==> src/rtl/window_slide_ctrl.sv <==
// window_slide_ctrl
// Owns one window_slide instance: streams a binary image from a single-port
// buffer into it, then requests windows one at a time (gated by win_ready),
// tags each returned window with row/column/index and reports done, or a
// sticky error when window_slide fails to answer within TIMEOUT cycles.
//
// state    | meaning
// ---------+-----------------------------------------------------------
// S_IDLE   | waiting for start
// S_LOAD   | reading the image buffer, streaming pixels to window_slide
// S_SLIDE  | next window may be requested once win_ready is high
// S_WAIT   | one window outstanding, waiting for ws_valid or timeout
// S_FINISH | all windows delivered, pulse done for one cycle

module window_slide_ctrl #(
    parameter  int IMAGE_ROW_LEN = 10,
    parameter  int IMAGE_COL_LEN = 20,
    parameter  int KERNEL_SIZE   = 3,
    parameter  int STRIDE        = 1,
    parameter  int TIMEOUT       = 64,
    localparam int IMAGE_SIZE    = IMAGE_ROW_LEN * IMAGE_COL_LEN,
    localparam int OUT_ROWS      = (IMAGE_ROW_LEN - KERNEL_SIZE) / STRIDE + 1,
    localparam int OUT_COLS      = (IMAGE_COL_LEN - KERNEL_SIZE) / STRIDE + 1,
    localparam int NUM_WIN       = OUT_ROWS * OUT_COLS,
    localparam int AW            = (IMAGE_SIZE > 1) ? $clog2(IMAGE_SIZE) : 1,
    localparam int IW            = (NUM_WIN > 1) ? $clog2(NUM_WIN) : 1,
    localparam int RW            = (OUT_ROWS > 1) ? $clog2(OUT_ROWS) : 1,
    localparam int CW            = (OUT_COLS > 1) ? $clog2(OUT_COLS) : 1,
    localparam int TW            = $clog2(TIMEOUT + 1)
) (
    input  logic          clk,
    input  logic          rst,
    input  logic          start,
    output logic          busy,
    output logic          done,
    output logic          error,
    output logic          img_rd_en,
    output logic [AW-1:0] img_addr,
    input  logic          img_rd_data,
    output logic          ws_new_image,
    output logic          ws_x_in,
    output logic          ws_slide,
    input  logic          ws_valid,
    input  logic          win_ready,
    output logic          win_valid,
    output logic [IW-1:0] win_index,
    output logic [RW-1:0] win_row,
    output logic [CW-1:0] win_col
);

    typedef enum logic [2:0] {
        S_IDLE,
        S_LOAD,
        S_SLIDE,
        S_WAIT,
        S_FINISH
    } state_t;

    state_t        state;

    // Read pipeline: pix_* line up with img_rd_data, x_last with ws_x_in.
    logic          pix_vld;
    logic          pix_first;
    logic          pix_last;
    logic          x_last;

    logic [IW-1:0] idx;
    logic [RW-1:0] row;
    logic [CW-1:0] col;
    logic [TW-1:0] to_cnt;

    // Sequencer FSM, read pipeline, window counters and timeout down-counter.
    always_ff @(posedge clk) begin
        if (rst) begin
            state        <= S_IDLE;
            busy         <= 1'b0;
            done         <= 1'b0;
            error        <= 1'b0;
            img_rd_en    <= 1'b0;
            img_addr     <= '0;
            ws_new_image <= 1'b0;
            ws_x_in      <= 1'b0;
            ws_slide     <= 1'b0;
            win_valid    <= 1'b0;
            win_index    <= '0;
            win_row      <= '0;
            win_col      <= '0;
            pix_vld      <= 1'b0;
            pix_first    <= 1'b0;
            pix_last     <= 1'b0;
            x_last       <= 1'b0;
            idx          <= '0;
            row          <= '0;
            col          <= '0;
            to_cnt       <= '0;
        end else begin
            done         <= 1'b0;
            ws_slide     <= 1'b0;
            win_valid    <= 1'b0;
            ws_new_image <= 1'b0;
            ws_x_in      <= 1'b0;
            pix_vld      <= 1'b0;
            pix_first    <= 1'b0;
            pix_last     <= 1'b0;
            x_last       <= 1'b0;

            case (state)
                S_IDLE: begin
                    if (start) begin
                        state     <= S_LOAD;
                        busy      <= 1'b1;
                        error     <= 1'b0;
                        img_rd_en <= 1'b1;
                        img_addr  <= '0;
                        idx       <= '0;
                        row       <= '0;
                        col       <= '0;
                        to_cnt    <= '0;
                        win_index <= '0;
                        win_row   <= '0;
                        win_col   <= '0;
                    end
                end

                S_LOAD: begin
                    pix_vld      <= img_rd_en;
                    pix_first    <= img_rd_en && (img_addr == '0);
                    pix_last     <= img_rd_en && (img_addr == AW'(IMAGE_SIZE - 1));
                    ws_x_in      <= pix_vld & img_rd_data;
                    ws_new_image <= pix_vld & pix_first;
                    x_last       <= pix_vld & pix_last;
                    if (img_rd_en) begin
                        if (img_addr == AW'(IMAGE_SIZE - 1)) begin
                            img_rd_en <= 1'b0;
                            img_addr  <= '0;
                        end else begin
                            img_addr <= img_addr + 1'b1;
                        end
                    end
                    // Leave only after the last pixel has been presented.
                    if (x_last) begin
                        state <= S_SLIDE;
                    end
                end

                S_SLIDE: begin
                    if (win_ready) begin
                        ws_slide <= 1'b1;
                        to_cnt   <= TW'(TIMEOUT - 1);
                        state    <= S_WAIT;
                    end
                end

                S_WAIT: begin
                    if (ws_valid) begin
                        win_valid <= 1'b1;
                        win_index <= idx;
                        win_row   <= row;
                        win_col   <= col;
                        // Counters stop on the last window, so they never
                        // roll into the next frame.
                        if (idx == IW'(NUM_WIN - 1)) begin
                            state <= S_FINISH;
                        end else begin
                            state <= S_SLIDE;
                            idx   <= idx + 1'b1;
                            if (col == CW'(OUT_COLS - 1)) begin
                                col <= '0;
                                row <= row + 1'b1;
                            end else begin
                                col <= col + 1'b1;
                            end
                        end
                    end else if (to_cnt == '0) begin
                        error <= 1'b1;
                        busy  <= 1'b0;
                        state <= S_IDLE;
                    end else begin
                        to_cnt <= to_cnt - 1'b1;
                    end
                end

                S_FINISH: begin
                    done  <= 1'b1;
                    busy  <= 1'b0;
                    state <= S_IDLE;
                end

                default: begin
                    busy  <= 1'b0;
                    state <= S_IDLE;
                end
            endcase
        end
    end

endmodule

==> config.mk <==
export PLATFORM = sky130hd
export DESIGN_NAME = window_slide_ctrl
export DESIGN_NICKNAME = d
export VERILOG_FILES = /design/src/rtl/window_slide_ctrl.sv
export SDC_FILE = /design/constraint.sdc
export NUM_CORES = 1
export LEC_CHECK = 0
export BUFFER_PORTS_ARGS = -buffer_cell sky130_fd_sc_hd__buf_4
export CAP_MARGIN = 15
export CORE_MARGIN = 3
export CORE_UTILIZATION = 50
export DETAILED_ROUTE_END_ITERATION = 10
export GPL_TIMING_DRIVEN = 1
export MAX_ROUTING_LAYER = met4
export PLACE_DENSITY = 0.7
export SLEW_MARGIN = 20
export SYNTH_ARGS = -nofsm -noshare
export SYNTH_HDL_FRONTEND = slang
export SYNTH_SLANG_ARGS = --single-unit
==> constraint.sdc <==
create_clock -name clk -period 5.8 [get_ports clk]
set_clock_uncertainty 0.15 [all_clocks]
set_input_delay 1.16 -clock clk [delete_from_list [all_inputs] [get_ports clk]]
set_output_delay 1.16 -clock clk [all_outputs]
set_load 0.02 [all_outputs]
Word-level counts from Yosys, hierarchy flattened
Index checks and enable logic that the tools add are counted.
{"block": "op_classes", "addsub": 5, "div_mod_pow": 0, "mul": 0, "n_reduce_logical": 21, "eq_ne": 18, "shift": 0, "order_cmp": 0, "n_bitwise": 7, "muxes": 49}
{"operator": "$mux 8", "n": 6}
{"operator": "$pmux 8 s2", "n": 3}
{"operator": "$mux 3", "n": 11}
{"operator": "$mux 7", "n": 4}
{"operator": "$mux 5", "n": 5}
{"operator": "$pmux 7 s3", "n": 1}
{"operator": "$ne 2x2->1 const B", "n": 10}
{"operator": "$pmux 5 s2", "n": 2}
{"operator": "$add 8x1->8 const B", "n": 2}
{"operator": "$eq 8x8->1 const B", "n": 2}
{"operator": "$reduce_and 4->1", "n": 4}
{"operator": "$pmux 3 s2", "n": 2}
{"operator": "$pmux 3 s4", "n": 1}
{"operator": "$mux 1", "n": 11}
{"operator": "$reduce_and 5->1", "n": 2}
{"operator": "$logic_not 8->1", "n": 1}
{"operator": "$reduce_or 2->1", "n": 4}
{"operator": "$logic_not 7->1", "n": 1}
{"operator": "$sub 7x1->7 const B", "n": 1}
{"operator": "$eq 3x2->1 const B", "n": 2}
{"operator": "$reduce_and 3->1", "n": 2}
{"operator": "$add 5x1->5 const B", "n": 1}
{"operator": "$eq 5x5->1 const B", "n": 1}
{"operator": "$not 1->1", "n": 4}
{"operator": "other kinds (12)", "n": 17}
{"block": "totals", "mem_count": 0, "latch_bits": 0, "mem_bits_rw": 0, "romBits": 0, "out_inout_bits": 32, "inputBits": 6, "regBits": 62}

Depth between registers and ports, before layout
{"block": "depth", "ltp_word": 5, "mapped_depth": 8, "depth_no_buf": 6}

Worst setup path after synthesis
Ideal clock, no wire load.
{"block": "synth_path", "path_type": "input port to flip-flop", "from": "input ws_valid", "to": "register idx[0]", "slack_ps": 3255, "arrival_ps": 2324, "setup_time_ps": 71, "required_ps": 5579, "n_path_buf": 2, "stages": 6, "cell_sequence": "and4b_1 -> nor2_1 -> clkbuf_1 -> clkbuf_1 -> o21ai_0 -> a21oi_1"}
{"block": "synth_via", "elab_chain_len": 2}
{"element": "from (decl)", "line": "43", "rtl": "input logic ws_valid,"}
{"element": "$ne 2x2->1 (no source line)"}
{"element": "$reduce_and 4->1 (no source line)"}
{"element": "to (signal assigned)", "line": "166", "rtl": "idx <= idx + 1'b1;"}
{"element": "to (decl)", "line": "67", "rtl": "logic [IW-1:0] idx;"}
Every way passes these cells.
A chain may end at the register's enable or synchronous reset.

Worst setup path in the final report
{"block": "layout_path", "from": "register state[0]", "to": "register col[4]"}
{"block": "layout_via", "elab_chain_len": 3, "elab_cells_between_ends": 8, "cone_classes": "eq/ne: 4; mux: 1; reduce/logical: 3"}
{"element": "from (decl)", "line": "59", "rtl": "state_t state;"}
{"element": "from (signal assigned)", "line": "75", "rtl": "state <= S_IDLE;"}
{"element": "from (signal assigned)", "line": "110", "rtl": "state <= S_LOAD;"}
{"element": "from (signal assigned)", "line": "142", "rtl": "state <= S_SLIDE;"}
{"element": "$eq 3x2->1 / $logic_not 3->1 (equally long branches)", "line": "107", "rtl": "case (state)"}
{"element": "$ne 2x2->1 (no source line) / $reduce_bool 2->1 (equally long branches)"}
{"element": "$reduce_and 4->1 (no source line)"}
{"element": "to (signal assigned)", "line": "171", "rtl": "col <= col + 1'b1;"}
{"element": "to (decl)", "line": "69", "rtl": "logic [CW-1:0] col;"}
Parallel ways exist; a longest one is shown, timed or not.

==> impl_metrics.tcl <==
set metrics [dict create \
    place_congestion 0.8519 \
    met3_usage 0.04563 \
    ys_ff_latch 62 \
    synthesis.nets 369 \
    synth_area_um2 2970 \
    ys_warn_count 0 \
    drtPass1Iterations 4 \
    synth_ff_type "dfxtp_1" \
    whs_ns 0.3023 \
    vias_per_cell 5.998 \
    synth_seq_area_share 0.4179 \
    postCtsHoldBufs 0 \
    cts.sinks 62 \
    dr_total_vias 2735 \
    area_delta_synth_final_pct 16.85 \
    fp-row-count 27 \
    p_leak_nw 1.309 \
    finalCritPeriodShare 0.4800 \
    busiest_layer "met2" \
    pin_count 38 \
    yosys.cell_types.count 53 \
    power_mw 0.9521 \
    die_w_um 83.08 \
    clock_latency_ns 0.34 \
    met2_usage 0.3324 \
    status "finished clean" \
    drc_errors 0 \
    overflow 0 \
    cts_buffer_depth 2 \
    grt_pass1_wl_um 11830 \
    async_flop_share 0 \
    drt_iter0_markers 251 \
    grt_setup_unrepaired "no" \
    cts.repair.resized 0 \
    fillers 502 \
    final_cells 456 \
    power_density_nw_per_um2 274.3 \
    drt_wl_total_um 7060 \
    required_ns 5.90 \
    use_met1 0.2610 \
    drive_gt1_frac 0.1563 \
    die_h_um 83.08 \
    layout_min_cycle_time_ns 2.784 \
    numPortBuffers 37 \
    setup_viol 0 \
    crit_type "reg -> reg" \
    min_path_type "reg -> reg" \
    fmax_ghz 0.3592 \
    h-tree-depth 3 \
    wire_per_inst_um 15.48 \
    grt_pass1_vias 2558 \
    ir_drop_uv 203.6 \
    synth-edff-count 0 \
    endpoint_kind "flip-flop" \
    hold_viol_final 0 \
    cap_violations 0 \
    clock-root-buffer "clkbuf_8" \
    place.detailed.hpwl_um 4441 \
    dp_cells 440 \
    path_max_fanout 25 \
    antenna_cells 0 \
    grt_max_degree 48 \
    finalSetupTns_ns 0 \
    numCtsBuffers 9 \
    core_um2 5642 \
    die-area_um2 6901 \
    slew_headroom 0.3874 \
    fin_nets 393 \
    cts_setup_buffers 0 \
    ant_nets 0 \
    tightest_slew_ns 0.9189 \
    arrival_ns 2.88 \
    cts.clk_slew.worst_paths_ns 0.07 \
    cts_tree "built" \
    syn_area_per_cell_um2 8.367 \
    fin_util 0.6152 \
    grtUsageTotal 0.2137 \
    initial_core_util 0.5265 \
    syn_inst 355 \
    maxSlewViolCount 0 \
    critical_path.startpoint_type "flip-flop" \
    antenna_found_initial 0 \
]
==> cell usage in the layout, fill, tap and decap left out, drive strengths merged, types with 2 or more instances in the layout <==
master   netlist  layout
o211ai         2       2
nand2         31      31
a21oi         36      36
o32ai          5       5
nor3           6       6
nor2          20      20
clkbuf        19      13
o21ai         17      17
nand4          3       3
or2            2       2
or3b           3       3
a211oi        11      11
ha             8       8
and3          15      15
mux2i          3       3
nor4b          3       3
bufinv         0       2
nand4b         3       3
nand3         31      31
o31ai          5       5
or3            6       6
a21o           2       2
a31oi          4       4
a41oi          4       4
inv           14      14
buf            5      37
dfxtp         62      62
xor2           2       2
o2111ai        2       2
and4           2       2
nand2b         3       3
or4            7       7
nor4           2       2
==> logic make-up after synthesis <==
| family | count (synthesis) | share of synthesized area |
|---|---|---|
| DFF | 62 | 0.4179 |
| xor gates and xnor gates | 2 | 0.005898 |
| buffers and inverters | 38 | 0.05434 |
| adders and majority gates | 8 | 0.03370 |
| AOI/OAI and AO/OA | 97 | 0.2102 |
| and+or+nand+nor | 144 | 0.2641 |
| muxes | 4 | 0.01390 |
==> layout make-up <==
cell class                      instances  area, µm²  share of cell area
Timing Repair Buffer                   37      277.8             0.08003
Tap cell                               72      90.09             0.02596
Multi-Input combinational cell        255       1575              0.4539
Sequential cell                        62       1241              0.3576
Clock buffer                           13      168.9             0.04867
Inverter                               14      52.55             0.01514
Clock inverter                          3      65.06             0.01875
==> synth_stat cells, types with 2 or more instances <==
| cell type | number | area (µm²) |
|---|---|---|
| nand3_1 | 31 | 155.2 |
| dfxtp_1 | 62 | 1241 |
| or2_2 | 2 | 12.51 |
| o2111ai_1 | 2 | 17.52 |
| or3b_1 | 2 | 17.52 |
| o32ai_1 | 5 | 43.79 |
| a21oi_1 | 36 | 180.2 |
| and3_1 | 15 | 93.84 |
| inv_1 | 14 | 52.55 |
| nand2b_1 | 3 | 18.77 |
| or3_1 | 6 | 37.54 |
| nand2_1 | 31 | 116.4 |
| buf_2 | 3 | 15.01 |
| nor4_1 | 2 | 12.51 |
| xor2_1 | 2 | 17.52 |
| or4_1 | 7 | 52.55 |
| a41oi_1 | 4 | 35.03 |
| and4_1 | 2 | 17.52 |
| nor3_1 | 6 | 30.03 |
| ha_1 | 8 | 100.1 |
| nor4b_1 | 2 | 17.52 |
| a31oi_1 | 4 | 25.02 |
| mux2i_1 | 3 | 30.03 |
| a211oi_1 | 11 | 82.58 |
| buf_6 | 2 | 22.52 |
| nand4_1 | 3 | 18.77 |
| nor2_1 | 20 | 75.07 |
| o21ai_0 | 16 | 80.08 |
| a21o_1 | 2 | 15.01 |
| clkbuf_1 | 19 | 71.32 |
| nand4b_1 | 3 | 26.28 |
| o31ai_1 | 5 | 37.54 |
| o211ai_1 | 2 | 15.01 |
==> flip-flops by register name, indices dropped and copies added (netlist names) <==
register and flops:
win_index 8, done 1, state 3, ws_slide 1
to_cnt 7, row 3, ws_new_image 1, idx 8
win_valid 1, col 5, ws_x_in 1, win_row 3
img_rd_en 1, win_col 5, pix_first 1, error 1
pix_vld 1, pix_last 1, img_addr 8, busy 1
x_last 1
==> worst max-delay path, cell delays in order (launching register included) <==
cell and delay [ns]:
dfxtp_1 0.63, and3b_1 0.86, and3_1 0.63, nor2_1 0.13, a311oi_1 0.30
==> worst paths after layout <==
path                            cells after the start            to  slack, ns          from
worst min register to register                      2  win_index[3]       0.30  win_index[3]
worst min-delay path                                2  win_index[3]       0.30  win_index[3]
worst max register to register                      4        col[4]       3.02      state[0]
worst max-delay path                                4        col[4]       3.02      state[0]
==> metal layers <==
layer	share of wire	vias to the layer above
met2	0.47	78
li1	-	1365
met1	0.46	1273
met3	0.048	19
met4	0.022	0
met5	0	-
==> where the power goes <==
part	leakage, nW	internal (mW)	total (mW)	switching (mW)
Clock	0.120	0.277	0.444	0.167
Combinational	0.688	0.0230	0.0704	0.0474
Sequential	0.501	0.431	0.438	0.00674
Total	1.31	0.731	0.952	0.221
==> stage by stage <==
| stage | area, µm² | setup slack [ns] |
|---|---|---|
| finish | 3471 | 3.016 |
| global route | 3471 | 2.820 |
| CTS | 3466 | 3.012 |
| detailed placement | 3232 | 2.623 |
| global placement | 3232 | 2.725 |
| floorplan | 2970 | 3.255 |
Note: power is estimated with default switching activity, not from simulation.
